<file path="src/rtl/instr_loader_pkg.sv">
// Shared constants and state encoding for the UART instruction byte loader.
// Words are assembled from BYTES_PER_WORD bytes, most significant byte first.
package instr_loader_pkg;

    localparam int DATA_WIDTH     = 32;
    localparam int BYTE_W         = 8;
    localparam int BYTES_PER_WORD = DATA_WIDTH / BYTE_W;

    typedef enum logic [1:0] {
        GET_COUNT,
        LOAD,
        DONE
    } loader_state_t;

    // The byte counter wraps modulo BYTES_PER_WORD, so its top value marks a word boundary.
    function automatic logic is_last_byte(input logic [1:0] cnt);
        return cnt == 2'(BYTES_PER_WORD - 1);
    endfunction

endpackage

</file>
<file path="src/rtl/byte_shift_reg.sv">
// Byte-wide shift register that assembles a word MSB-first and strobes
// word_done on the edge that accepts the final byte of each word.
module byte_shift_reg
    import instr_loader_pkg::*;
#(
    parameter int BYTE_WIDTH = BYTE_W,
    parameter int WORD_WIDTH = DATA_WIDTH
) (
    input  logic                  clk,
    input  logic                  rst,
    input  logic                  en,
    input  logic [BYTE_WIDTH-1:0] data_in,
    output logic [WORD_WIDTH-1:0] data_out,
    output logic                  word_done
);

    logic [WORD_WIDTH-1:0] data_q, data_d;
    logic [1:0]            byte_cnt_q, byte_cnt_d;

    always_comb begin
        data_d     = data_q;
        byte_cnt_d = byte_cnt_q;
        word_done  = 1'b0;
        if (en) begin
            data_d     = {data_q[WORD_WIDTH-BYTE_WIDTH-1:0], data_in};
            byte_cnt_d = byte_cnt_q + 2'd1;
            word_done  = is_last_byte(byte_cnt_q);
        end
    end

    always_ff @(posedge clk) begin
        if (rst) begin
            data_q     <= '0;
            byte_cnt_q <= '0;
        end else begin
            data_q     <= data_d;
            byte_cnt_q <= byte_cnt_d;
        end
    end

    assign data_out = data_q;

endmodule

</file>
<file path="src/rtl/instr_byte_loader.sv">
// UART-side instruction loader: a count byte followed by 32-bit words,
// each completed word stored into a small instruction memory for the core.
module instr_byte_loader
    import instr_loader_pkg::*;
#(
    parameter int INPUT_BYTE     = 8,
    parameter int N_INSTRUCTIONS = 8,
    parameter int ADDR_W         = $clog2(N_INSTRUCTIONS)
) (
    input  logic                  clk,
    input  logic                  arst_n,
    input  logic                  w_en,
    input  logic [INPUT_BYTE-1:0] data_in,
    output logic [DATA_WIDTH-1:0] data_out,
    output logic                  instr_valid,
    output logic [7:0]            instr_count,
    output logic                  load_done,
    input  logic [ADDR_W-1:0]     rd_addr,
    output logic [DATA_WIDTH-1:0] rd_data
);

    localparam logic [7:0] MEM_DEPTH = 8'(N_INSTRUCTIONS);

    loader_state_t         state_q, state_d;
    logic [7:0]            target_q, target_d;
    logic [7:0]            word_cnt_q, word_cnt_d;
    logic [7:0]            instr_count_q, instr_count_d;
    logic                  instr_valid_q, instr_valid_d;
    logic                  load_done_q, load_done_d;

    logic                  shift_en;
    logic                  word_done;
    logic [DATA_WIDTH-1:0] shift_data;

    logic                  mem_we;
    logic [ADDR_W-1:0]     mem_waddr;
    logic [DATA_WIDTH-1:0] mem_wdata;
    logic [DATA_WIDTH-1:0] mem [N_INSTRUCTIONS];

    byte_shift_reg #(
        .BYTE_WIDTH(INPUT_BYTE),
        .WORD_WIDTH(DATA_WIDTH)
    ) u_shift (
        .clk      (clk),
        .rst      (arst_n),
        .en       (shift_en),
        .data_in  (data_in),
        .data_out (shift_data),
        .word_done(word_done)
    );

    // The word counter keeps running past the memory depth so an oversized
    // count still terminates; extra words are simply not stored.
    always_comb begin
        state_d       = state_q;
        target_d      = target_q;
        word_cnt_d    = word_cnt_q;
        instr_count_d = instr_count_q;
        instr_valid_d = 1'b0;
        load_done_d   = load_done_q;
        shift_en      = 1'b0;
        mem_we        = 1'b0;
        mem_waddr     = word_cnt_q[ADDR_W-1:0];
        mem_wdata     = {shift_data[DATA_WIDTH-INPUT_BYTE-1:0], data_in};

        case (state_q)
            GET_COUNT: begin
                if (w_en) begin
                    target_d = data_in;
                    if (data_in == '0) begin
                        state_d     = DONE;
                        load_done_d = 1'b1;
                    end else begin
                        state_d = LOAD;
                    end
                end
            end
            LOAD: begin
                if (w_en) begin
                    shift_en = 1'b1;
                    if (word_done) begin
                        instr_valid_d = 1'b1;
                        word_cnt_d    = word_cnt_q + 8'd1;
                        if (word_cnt_q < MEM_DEPTH) begin
                            mem_we        = 1'b1;
                            instr_count_d = instr_count_q + 8'd1;
                        end
                        if (word_cnt_q + 8'd1 == target_q) begin
                            state_d     = DONE;
                            load_done_d = 1'b1;
                        end
                    end
                end
            end
            DONE: begin
                state_d = DONE;
            end
            default: begin
                state_d = GET_COUNT;
            end
        endcase
    end

    always_ff @(posedge clk) begin
        if (arst_n) begin
            state_q       <= GET_COUNT;
            target_q      <= '0;
            word_cnt_q    <= '0;
            instr_count_q <= '0;
            instr_valid_q <= 1'b0;
            load_done_q   <= 1'b0;
        end else begin
            state_q       <= state_d;
            target_q      <= target_d;
            word_cnt_q    <= word_cnt_d;
            instr_count_q <= instr_count_d;
            instr_valid_q <= instr_valid_d;
            load_done_q   <= load_done_d;
        end
    end

    // Memory is deliberately not cleared by reset; reset only blocks a write.
    always_ff @(posedge clk) begin
        if (mem_we && !arst_n) begin
            mem[mem_waddr] <= mem_wdata;
        end
    end

    assign rd_data     = mem[rd_addr];
    assign data_out    = shift_data;
    assign instr_valid = instr_valid_q;
    assign instr_count = instr_count_q;
    assign load_done   = load_done_q;

endmodule

</file>
<file path="config.mk">
export PLATFORM = sky130hd
export DESIGN_NAME = instr_byte_loader
export DESIGN_NICKNAME = d
export VERILOG_FILES = /design/src/rtl/instr_loader_pkg.sv /design/src/rtl/byte_shift_reg.sv /design/src/rtl/instr_byte_loader.sv
export SDC_FILE = /design/constraint.sdc
export NUM_CORES = 1
export LEC_CHECK = 0
export CORE_UTILIZATION = 60
export CTS_CLUSTER_SIZE = 25
export DETAILED_ROUTE_END_ITERATION = 10
export PLACE_DENSITY = 0.81
export SYNTH_ARGS = -nofsm -noshare
export SYNTH_HDL_FRONTEND = slang
export SYNTH_HIERARCHICAL = 1
export SYNTH_SLANG_ARGS = --single-unit
</file>
<file path="constraint.sdc">
create_clock -name clk -period 11.75 [get_ports clk]
set_clock_uncertainty 0.15 [all_clocks]
set_input_delay 1.175 -clock clk [delete_from_list [all_inputs] [get_ports clk]]
set_output_delay 1.175 -clock clk [all_outputs]
set_load 0.01 [all_outputs]
</file>
# [Yosys cells after proc, flatten, opt, wreduce, memory -nomap -nowiden]
# Memories as Yosys holds them, arrays and structs flattened.
# Cells that the tools add are included.
[totals] reg_bits=62 ram_bits=256 inputBits=14 out_inout_bits=74 wordCells=57 mem_count=1
[classes] addsub=3 n_lt_le_gt_ge=1 eq_ne=9 muxes=22 n_bitwise=2 reduce_logical=11
[memory_table] name="mem" words=8 word_bits=32 read_ports=1 rd_clocked_by_memory_dff=0 write_ports=1 line_no="instr_byte_loader.sv:38" source="logic [DATA_WIDTH-1:0] mem [N_INSTRUCTIONS];"
[op_table] cell="8-bit by 1-bit adder with 8-bit output (second input constant)" n=2
[op_table] cell="1-bit two-way mux" n=15
[op_table] cell="2-bit two-way mux" n=5
[op_table] cell="8-bit == test" n=1
[op_table] cell="8-bit zero test" n=1
[op_table] cell="8-bit by 4-bit < comparator with 1-bit output (second input constant)" n=1
[op_table] cell="2-bit inequality test (second input constant)" n=4
[op_table] cell="4-bit AND reduction" n=2
[op_table] cell="2-bit one-hot mux with 3 select lines" n=1
[op_table] cell="6-bit AND reduction" n=1
[op_table] cell="2-bit == test (second input constant)" n=2
[op_table] cell="3-bit AND reduction" n=1
[op_table] cell="3-bit OR reduction" n=1
[op_table] cell="2-bit by 1-bit adder with 2-bit output (second input constant)" n=1
[op_table] cell="2-bit by 1-bit == test with 1-bit output (second input constant)" n=1
[op_table] cell="2-bit zero test" n=1
[op_table] cell="2-bit by 1-bit inequality test with 1-bit output (second input constant)" n=1
[op_table] cell="1-bit inverter" n=2
[op_table] cell="1-bit one-hot mux with 2 select lines" n=1
[op_table] cell="2-bit AND reduction" n=1
[op_table] cell="2-bit nonzero test" n=1
[op_table] cell="1-bit logical AND" n=1
[op_table] cell="1-bit zero test" n=1

# [Depth between registers and ports, before layout]
# Gate-level depths: netlist (run 1).
[depth] ltp_word=9 mapped_depth=12 ltp_nobuf=10

# [Cells and area by module]
# Netlist (run 1), hierarchy kept.
[modules_own_cells] mod="instr_byte_loader" n_inst=1 cells_each=555 area_per_inst_um2=11068.1 seq_area_each_um2=8247.9
[modules_own_cells] mod="byte_shift_reg" n_inst=1 cells_each=112 area_per_inst_um2=1257.5 seq_area_each_um2=680.7

# [Least setup slack after synthesis (run 1)]
# No wires, ideal clock.
[synth_path] kind="input port to flip-flop" from="input w_en" to="memory mem[7][0] (enable)" setup_time_ps=468 arrival_time_ps=5045 required_ps=11132 slack_ps=6087 cell_stages=8 path_buffers=3 path_cell_list="clkbuf_1 -> and2_1 -> buf_6 -> buf_12 -> and2_1 -> nand3_1 -> nor3_4 -> nor3b_1"
[synth_via] elab_chain_len=9
[synth_rtl] item="start: declaration" line_no="instr_byte_loader.sv:12" source="input logic w_en,"
[synth_rtl] item="1-bit two-way mux" line_no="instr_byte_loader.sv:79" source="if (w_en) begin"
[synth_rtl] item="1-bit two-way mux" line_no="instr_byte_loader.sv:66" source="case (state_q)"
[synth_rtl] item="net shift_en" line_no="instr_byte_loader.sv:31" source="logic shift_en;"
[synth_rtl] item="1-bit two-way mux" line_no="byte_shift_reg.sv:24" source="if (en) begin"
[synth_rtl] item="net word_done" line_no="instr_byte_loader.sv:32" source="logic word_done;"
[synth_rtl] item="1-bit two-way mux" line_no="instr_byte_loader.sv:81" source="if (word_done) begin"
[synth_rtl] item="1-bit two-way mux" line_no="instr_byte_loader.sv:79"
[synth_rtl] item="1-bit two-way mux" line_no="instr_byte_loader.sv:66"
[synth_rtl] item="1-bit logical AND" line_no="instr_byte_loader.sv:124" source="if (mem_we && !arst_n) begin"
[synth_rtl] item="1-bit two-way mux" line_no="instr_byte_loader.sv:124"
[synth_rtl] item="1-bit two-way mux (implied by the code)" line_no="instr_byte_loader.sv:125" source="mem[mem_waddr] <= mem_wdata;"
[synth_rtl] item="end: declaration" line_no="instr_byte_loader.sv:38"
# The timed path passes the listed nets, and every way through them passes these cells.

# [Worst setup path after layout (run 1)]
[layout_path] from="input rd_addr[0]" to="output rd_data[0]"
[layout_via] elab_chain_len=1
[layout_rtl] item="start: declaration" line_no="instr_byte_loader.sv:18" source="input logic [ADDR_W-1:0] rd_addr,"
[layout_rtl] item="memory read 8 x 32 bit"
[layout_rtl] item="end: declaration" line_no="instr_byte_loader.sv:19" source="output logic [DATA_WIDTH-1:0] rd_data"
# Every way passes these cells.

==> results of run 1 <==
## cells in the final DEF, fill, tap and decap left out, types with 2 or more instances in the layout
cell and instances:
a21oi_1 12, and3_1 2, buf_2 2, buf_4 13
bufinv_16 6, clkbuf_1 3, clkbuf_16 31, clkbuf_8 5
clkdlybuf4s50_1 84, clkinv_1 4, clkinv_2 4, dfxtp_1 62
edfxtp_1 256, ha_1 6, inv_1 5, mux2_2 32
mux2i_1 36, mux4_2 64, nand2_1 18, nand2b_1 4
nand3_1 14, nand4_1 5, nor2_1 56, nor2_2 6
nor3_1 4, nor3_2 2, nor4_1 2, o21ai_0 3
or3_1 2, xnor2_1 12, xor2_1 12
## state kept, by name, indices dropped and copies added (netlist names)
register            cells
word_cnt_q              8
instr_valid             1
state_q                 2
instr_count             8
load_done               1
u_shift/byte_cnt_q      2
mem                   256
target_q                8
u_shift/data_out       32
## routing by layer
layer	vias to the layer above	share of wire	wire length (µm)
li1	2805	-	-
met1	3265	0.41	9670
met2	197	0.52	12200
met3	48	0.048	1130
met4	0	0.025	599
met5	-	0	0
## per-stage QoR
| stage | instances | utilization | hold WS, ns |
|---|---|---|---|
| after floorplan | 667 | - | 0.298 |
| after global placement | 1001 | 0.666 | 0.314 |
| after detailed placement | 1001 | 0.666 | 0.323 |
| after CTS | 1057 | 0.720 | 0.332 |
| after global routing | 1057 | 0.720 | 0.351 |
| final | 1057 | 0.720 | 0.329 |
## how the worst max path moves through the flow
stage | from | end | slack (ns) | cells after the start
after floorplan | w_en | mem[7][0] | 6.09 | 8
after global placement | rd_addr[0] | rd_data[22] | 6.63 | 5
after detailed placement | w_en | mem[4][19] | 6.43 | 8
after CTS | rd_addr[0] | rd_data[0] | 6.59 | 5
after global routing | rd_addr[0] | rd_data[2] | 6.47 | 5
final | rd_addr[0] | rd_data[0] | 6.69 | 5
## power groups by stage
stage                     registers, mW  logic [mW]  clock network, mW
after CTS                          1.25       0.165               1.06
after global placement             1.27       0.154                  0
after global routing               1.25       0.177               1.09
after detailed placement           1.27       0.162                  0
after floorplan                    1.27       0.119                  0
final                              1.25       0.164               1.04
## cell families (layout without fill, tap and decap cells)
logic type,after synthesis,in the layout,synth area share
buffers and inverters,40,160,0.0190
muxes,132,132,0.175
and+or+nand+nor,124,124,0.0465
AOI/OAI and AO/OA,23,23,0.0116
adders and majority gates,6,6,0.00609
DFF,318,318,0.724
xor gates and xnor gates,24,24,0.0171
## area by class of cell
type	count	share of cell area
clock buffers	39	0.0589
clock inverters	17	0.0165
inverters	5	0.00129
multi-input cells	309	0.220
flip-flops and latches	318	0.615
well taps	270	0.0233
repair buffers	99	0.0653
## worst reg2reg max path: cells and delay by family (launching register included)
family                     cells  cell delay (ns)
adders and majority gates      1             0.32
DFF                            1             0.38
and+or+nand+nor                6             2.35
buffers and inverters          1             0.50
==> impl_metrics.ini, run 1 <==
[clocking]
cts_setup_buffers = 0
cts_max_level = 1
hold_buffers = 0
numClockSinks = 318
cts_buffer_depth = 3
cts_inserted_buffers = 30
ctsResizeCount = 0
path_clk_slew_ns = 0.06
cts_tree = done
insertion_delay_ns = 0.55
clockRootBuffer = clkbuf_16

[place]
dpl-instance-area_um2 = 13400
gp_congestion = 0.802
pre_cts_slack_ns = 6.43
hpwl_mm = 13.0
port_buffers = 87

[routing]
firstDrtPassIters = 5
drtIter0Drc = 435
wl_per_cell_um = 22.3
vias_per_cell = 5.97
drtAntennaViolNets = 0
wl_mm = 23.6
num_vias = 6315
drc = 0

[final_layout]
multi_input_area_um2 = 3190
area_growth_pct = 17.8
seqCellArea_um2 = 8930
antenna_cells = 0
drive_gt1_frac = 0.220
final_cell_area_um2 = 14500
finalNetCount = 783
fillers = 1220

[sta]
maxSlewViolCount = 0
finalSetupViolCount = 0
fin_ws_ns = 6.69
finalHoldViolations = 0
fmax_mhz = 198
min_period_ns = 5.06
worst_pin_slew_ns = 1.13
period_share = 0.431
tns_ns = 0
rsz0062_at_grt = false
max-slew-margin-rel = 0.244

[synth]
synth_common_cells = edfxtp_1, mux4_2, dfxtp_1, nor2_1, mux2i_1
synthTopCellsByArea = edfxtp_1, mux4_2, dfxtp_1, mux2i_1, mux2_2
ys_async_sr_fraction = 0
yosysWarnings = 6
synth_top_area_cell = edfxtp_1
seq_area_frac_synth = 0.724
syn-num-nets = 687
syn_area_per_cell_um2 = 18.5
syn_inst = 667
synth_edf_count = 256
synth.cell_area_um2 = 12300
synth_top_area_share = 0.624
synth.most_common_cell = edfxtp_1
synth.distinct_cells = 42
synth_flop_cell = edfxtp_1
synth-seq-cells = 318

[floorplan]
start_util = 0.611
die_area_um2 = 21100
die_w_um = 145
core_area_um2 = 20200
rows = 52
ios = 88
die_h_um = 145

[global_route]
grt_use_met2 = 0.399
grt_pass1_wl_mm = 37.2
grt-ovfl-total = 0
met3_usage = 0.0292
grt_pass1_vias = 6501
grt_usage = 0.231
antenna_found_initial = 0
grt_max_degree = 67
use_met1 = 0.309
globalRoute.busiestLayer = met2

[min_path]
hp-class = register to register
hold_end = target_q[7]
min_from = target_q[7]
holdPathStages = 2

[pwr]
power_frac_seq = 0.509
switching_share = 0.206
power_frac_comb = 0.067
power.density_nw_per_um2 = 169
switchingPower_mw = 0.506
power_mw = 2.45
max-vdd-ir-drop_mv = 0.125
p_leak_nw = 4.82
power.internal_mw = 1.95
pwr-share-clk = 0.424

[worst_setup_path]
critPathBufInv = 3
reg2reg_depth = 8
regToRegSetupSlack_ns = 7.67
required_ns = 10.43
cpPeakStageDelay_ns = 0.69
reg2reg_from = state_q[0]
r2r-end = mem[6][12]
cpMostUsedCell = buf_4
crit_path_top_delay_cell = buf_4
path_cells = buf_4 -> buf_4 -> mux4_2 -> mux2_2 -> clkdlybuf4s50_1
critPathKind = input pin to primary output
start_kind = input pin
crit_family = buffers and inverters
path_max_fanout = 39
crit_arrival_ns = 3.74
cp-end-kind = primary output

[status]
status = completed

[job]
maxCapViolations = 0
Power figures use the tool's default switching activity.
==> inputs of run 2 (changes only) <==
--- a/config.mk
+++ b/config.mk
@@ -5,10 +5,10 @@
 export SDC_FILE = /design/constraint.sdc
 export NUM_CORES = 1
 export LEC_CHECK = 0
-export CORE_UTILIZATION = 60
+export CORE_UTILIZATION = 58
 export CTS_CLUSTER_SIZE = 25
 export DETAILED_ROUTE_END_ITERATION = 10
-export PLACE_DENSITY = 0.81
+export PLACE_DENSITY = 0.79
 export SYNTH_ARGS = -nofsm -noshare
 export SYNTH_HDL_FRONTEND = slang
 export SYNTH_HIERARCHICAL = 1
==> constraint.sdc (replaced) <==
create_clock -name clk -period 5.1 [get_ports clk]
set_clock_uncertainty 0.15 [all_clocks]
set_input_delay 0.51 -clock clk [delete_from_list [all_inputs] [get_ports clk]]
set_output_delay 0.51 -clock clk [all_outputs]
set_load 0.01 [all_outputs]
==> impl_metrics.ini, run 2 (synthesis results as in run 1) <==
[final_layout]
final_cell_area_um2 = 14500
largest_reg_flops = 256
finalNetCount = 785
area_growth_pct = 17.4
fillers = 1270
final_cell_mix = edfxtp_1, clkdlybuf4s50_1, mux4_2
instances_no_fill = 1057
utilization = 0.704
final_common_cell = edfxtp_1
drive_gt1_frac = 0.221
max_flop_register = mem
antenna_cells = 0

[sta]
finalHoldViolations = 0
fmax_mhz = 293
rsz0062_at_grt = false
min_period_ns = 3.42
maxSlewViolCount = 0
holdWs_ns = 0.325
max-slew-margin-rel = 0.345
period_share = 0.670
finalSetupViolCount = 0
tns_ns = 0
worst_pin_slew_ns = 0.983
fin_ws_ns = 1.68

[global_route]
grt_pass1_vias = 6562
grt_pass1_wl_mm = 37.0
grt_max_degree = 67
antenna_found_initial = 0
grt_usage = 0.228
grt-ovfl-total = 0

[clocking]
cts_buffer_depth = 3
clockRootBuffer = clkbuf_16
cts_tree = done
hold_buffers = 0
cts_inserted_buffers = 29
cts_setup_buffers = 0
path_clk_slew_ns = 0.07
cts_max_level = 1
ctsResizeCount = 0
insertion_delay_ns = 0.54
numClockSinks = 318

[worst_setup_path]
crit_arrival_ns = 3.50
reg2reg_from = state_q[1]
path_max_fanout = 24
required_ns = 5.19
critPathLaunch = w_en
start_kind = input pin
cp-end-kind = register
critPathKind = input pin to register

[floorplan]
start_util = 0.600
rows = 52
die_area_um2 = 21800
core_area_um2 = 20600
die_w_um = 148
ios = 88
die_h_um = 148

[min_path]
hp-class = register to register
min_from = target_q[7]

[pwr]
p_leak_nw = 4.80
power_mw = 5.48
power.density_nw_per_um2 = 379
max-vdd-ir-drop_mv = 0.316

[place]
dpl-instance-area_um2 = 13500
dp.cells = 1004
gp_congestion = 0.822
hpwl_mm = 13.9
port_buffers = 87
pre_cts_slack_ns = 1.16

[routing]
num_vias = 6255
vias_per_cell = 5.92
firstDrtPassIters = 5
drtAntennaViolNets = 0
drc = 0
wl_per_cell_um = 22.5
drtIter0Drc = 458
wl_mm = 23.8

[status]
status = completed

[job]
maxCapViolations = 0
==> run 2: cell types whose count changed in the layout (fill, tap and decap cells not counted), moves of 2 or more <==
cell / previous run / this run
clkinv_2: 4 / 9
clkbuf_1: 3 / 7
clkinv_1: 4 / 0
buf_12: 0 / 3
clkbuf_16: 31 / 29
clkbuf_8: 5 / 3
==> run 2: cell type report <==
type	instances	area [µm²]	share of cell area
Clock buffer	39	793	0.0548
Timing Repair Buffer	102	1000	0.0694
Tap cell	270	338	0.0233
Sequential cell	318	8930	0.617
Multi-Input combinational cell	309	3190	0.221
Inverter	5	18.8	0.00130
Clock inverter	14	195	0.0135
==> run 2: worst paths after layout <==
kind	to	slack, ns	depth (start not counted)
min	target_q[7]	0.32	2
max reg2reg	mem[2][9]	1.71	9
max	mem[2][9]	1.68	8
min reg2reg	target_q[7]	0.32	2
==> run 2: critical path, stage by stage <==
cell and delay (ns):
clkdlybuf4s50_1 0.74, and2_2 0.24, and2_1 0.16, nand3_1 0.26
nor3_4 0.45, nand2_1 0.24, nor2_2 0.61, buf_12 0.29
==> run 2: layer usage <==
metal	routed length, µm	track usage
met5	0	0
met4	490	0.0634
met3	1270	0.0293
met2	12400	0.395
met1	9620	0.306
==> run 2: power breakdown <==
| part | internal (mW) | switching, mW | leakage (nW) | total, mW |
|---|---|---|---|---|
| logic | 0.174 | 0.204 | 1.40 | 0.378 |
| clock network | 1.34 | 0.888 | 0.493 | 2.23 |
| registers | 2.83 | 0.0484 | 2.91 | 2.87 |
==> inputs of run 3 (changes only) <==
==> constraint.sdc (replaced) <==
create_clock -name clk -period 3.39 [get_ports clk]
set_clock_uncertainty 0.15 [all_clocks]
set_input_delay 0.339 -clock clk [delete_from_list [all_inputs] [get_ports clk]]
set_output_delay 0.339 -clock clk [all_outputs]
set_load 0.01 [all_outputs]
==> impl_metrics.ini, run 3 (synthesis results as in run 1) <==
[worst_setup_path]
reg2reg_depth = 8
regToRegSetupSlack_ns = 0.60
path_cells = ha_1 -> and2_2 -> and2_1 -> nand3_1 -> nor3_4 -> nand3b_1 -> nor2_2 -> buf_12
critPathLaunch = state_q[0]
crit_family = simple AND/OR/NAND/NOR gates
crit_end = mem[5][22]
reg2reg_from = state_q[0]
cpPeakStageDelay_ns = 0.40
start_kind = register
critPathKind = register to register
cp.depth = 8
r2r-end = mem[5][22]
required_ns = 3.47
critPathBufInv = 1
crit_arrival_ns = 2.87
crit_path_top_delay_cell = dfxtp_1
cp-end-kind = register
path_max_fanout = 28

[clocking]
cts_setup_buffers = 0
clockRootBuffer = clkbuf_16
cts_inserted_buffers = 30
cts_buffer_depth = 3
path_clk_slew_ns = 0.06
cts_tree = done
numClockSinks = 318
insertion_delay_ns = 0.55
cts_max_level = 1

[global_route]
antenna_found_initial = 0
grt_pass1_vias = 6824
grt_max_degree = 65
grt_pass1_wl_mm = 39.7
grt-ovfl-total = 0
grt_usage = 0.245

[sta]
min_period_ns = 2.79
finalHoldViolations = 0
finalSetupViolCount = 0
rsz0062_at_grt = false
worst_pin_slew_ns = 0.733
fin_ws_ns = 0.596
maxSlewViolCount = 0
period_share = 0.824
max-slew-margin-rel = 0.511
fmax_mhz = 358

[final_layout]
area_growth_pct = 19.5
utilization = 0.716
max_flop_register = mem
final_common_cell = edfxtp_1
antenna_cells = 0
final_cell_area_um2 = 14700
largest_reg_flops = 256
final_cell_mix = edfxtp_1, clkdlybuf4s50_1, mux4_2
drive_gt1_frac = 0.229
finalNetCount = 795

[min_path]
hp-class = register to register
min_from = target_q[6]
holdPathStages = 2

[pwr]
p_leak_nw = 4.90
power.internal_mw = 6.75
switching_share = 0.208
power.density_nw_per_um2 = 578
switchingPower_mw = 1.77
power_frac_seq = 0.508
pwr-share-clk = 0.422
max-vdd-ir-drop_mv = 0.419
power_frac_comb = 0.070

[floorplan]
ios = 88
start_util = 0.600
die_w_um = 148
core_area_um2 = 20600
die_h_um = 148
rows = 52
die_area_um2 = 21800

[routing]
drtAntennaViolNets = 0
num_vias = 6441
wl_per_cell_um = 24.1
drtIter0Drc = 466
wl_mm = 25.8
firstDrtPassIters = 5
vias_per_cell = 6.03
drc = 0

[status]
status = completed

[place]
pre_cts_slack_ns = 0.355
dpl-instance-area_um2 = 13600
gp_congestion = 0.907
port_buffers = 87
hpwl_mm = 14.4

[job]
maxCapViolations = 0
[run 3: cell types whose count changed in the layout (fill, tap and decap cells not counted), moves of 2 or more]
cell        change
clkinv_1        +5
clkbuf_1        -4
clkbuf_16       +2
nor3_4          +2
clkinv_2        -2
buf_4           +2
buf_12          +6
clkinvlp_4      +2
clkbuf_8        -2
bufinv_16       +2
nor3_2          -2
[run 3: worst reg2reg max path: stages, from the launching register on]
cell and delay (ns):
dfxtp_1 0.40, ha_1 0.20, and2_2 0.15, and2_1 0.15
nand3_1 0.28, nor3_4 0.31, nand3b_1 0.22, nor2_2 0.34
buf_12 0.27
[run 3: how the worst min path moves through the flow]
| stage | end | slack (ns) |
|---|---|---|
| after floorplan | mem[0][0] | 0.29 |
| after CTS | target_q[6] | 0.33 |
| after global routing | target_q[6] | 0.34 |
| final | target_q[6] | 0.33 |
| after global placement | target_q[0] | 0.31 |
| after detailed placement | target_q[6] | 0.32 |
[run 3: per-layer routing]
layer | up-vias | track usage | routed length (µm)
li1 | 2822 | - | -
met1 | 3314 | 0.318 | 9970
met2 | 257 | 0.432 | 13600
met3 | 48 | 0.0336 | 1620
met4 | 0 | 0.0732 | 527
met5 | - | 0 | 0
[run 3: area by class of cell]
type,count,area [µm²]
clock buffers,35,801
clock inverters,21,279
fillers,1270,5830
inverters,5,18.8
multi-input cells,309,3210
flip-flops and latches,318,8930
well taps,270,338
repair buffers,111,1150
[run 3: repair_timing]
| action | 4_1_cts | 5_1_grt |
|---|---|---|
| hold endpoints to repair | 1 | 0 |
| resized for setup | 0 | 0 |
| hold buffers | 1 | 0 |
[run 3: power by group through the flow]
| stage | Sequential [mW] | Combinational [mW] | Clock (mW) |
|---|---|---|---|
| after floorplan | 4.39 | 0.414 | 0 |
| after global placement | 4.40 | 0.567 | 0 |
| after detailed placement | 4.41 | 0.586 | 0 |
| after CTS | 4.33 | 0.593 | 3.64 |
| after global routing | 4.33 | 0.639 | 3.79 |
| final | 4.33 | 0.592 | 3.59 |
[run 3: through the flow]
stage	cells	hold WS [ns]	total power, mW	setup TNS (ns)
after global routing	1069	0.344	8.76	0
after detailed placement	1012	0.321	5.00	0
final	1069	0.326	8.52	0
after global placement	1012	0.310	4.97	0
after CTS	1069	0.328	8.56	0
after floorplan	667	0.288	4.80	-86.56
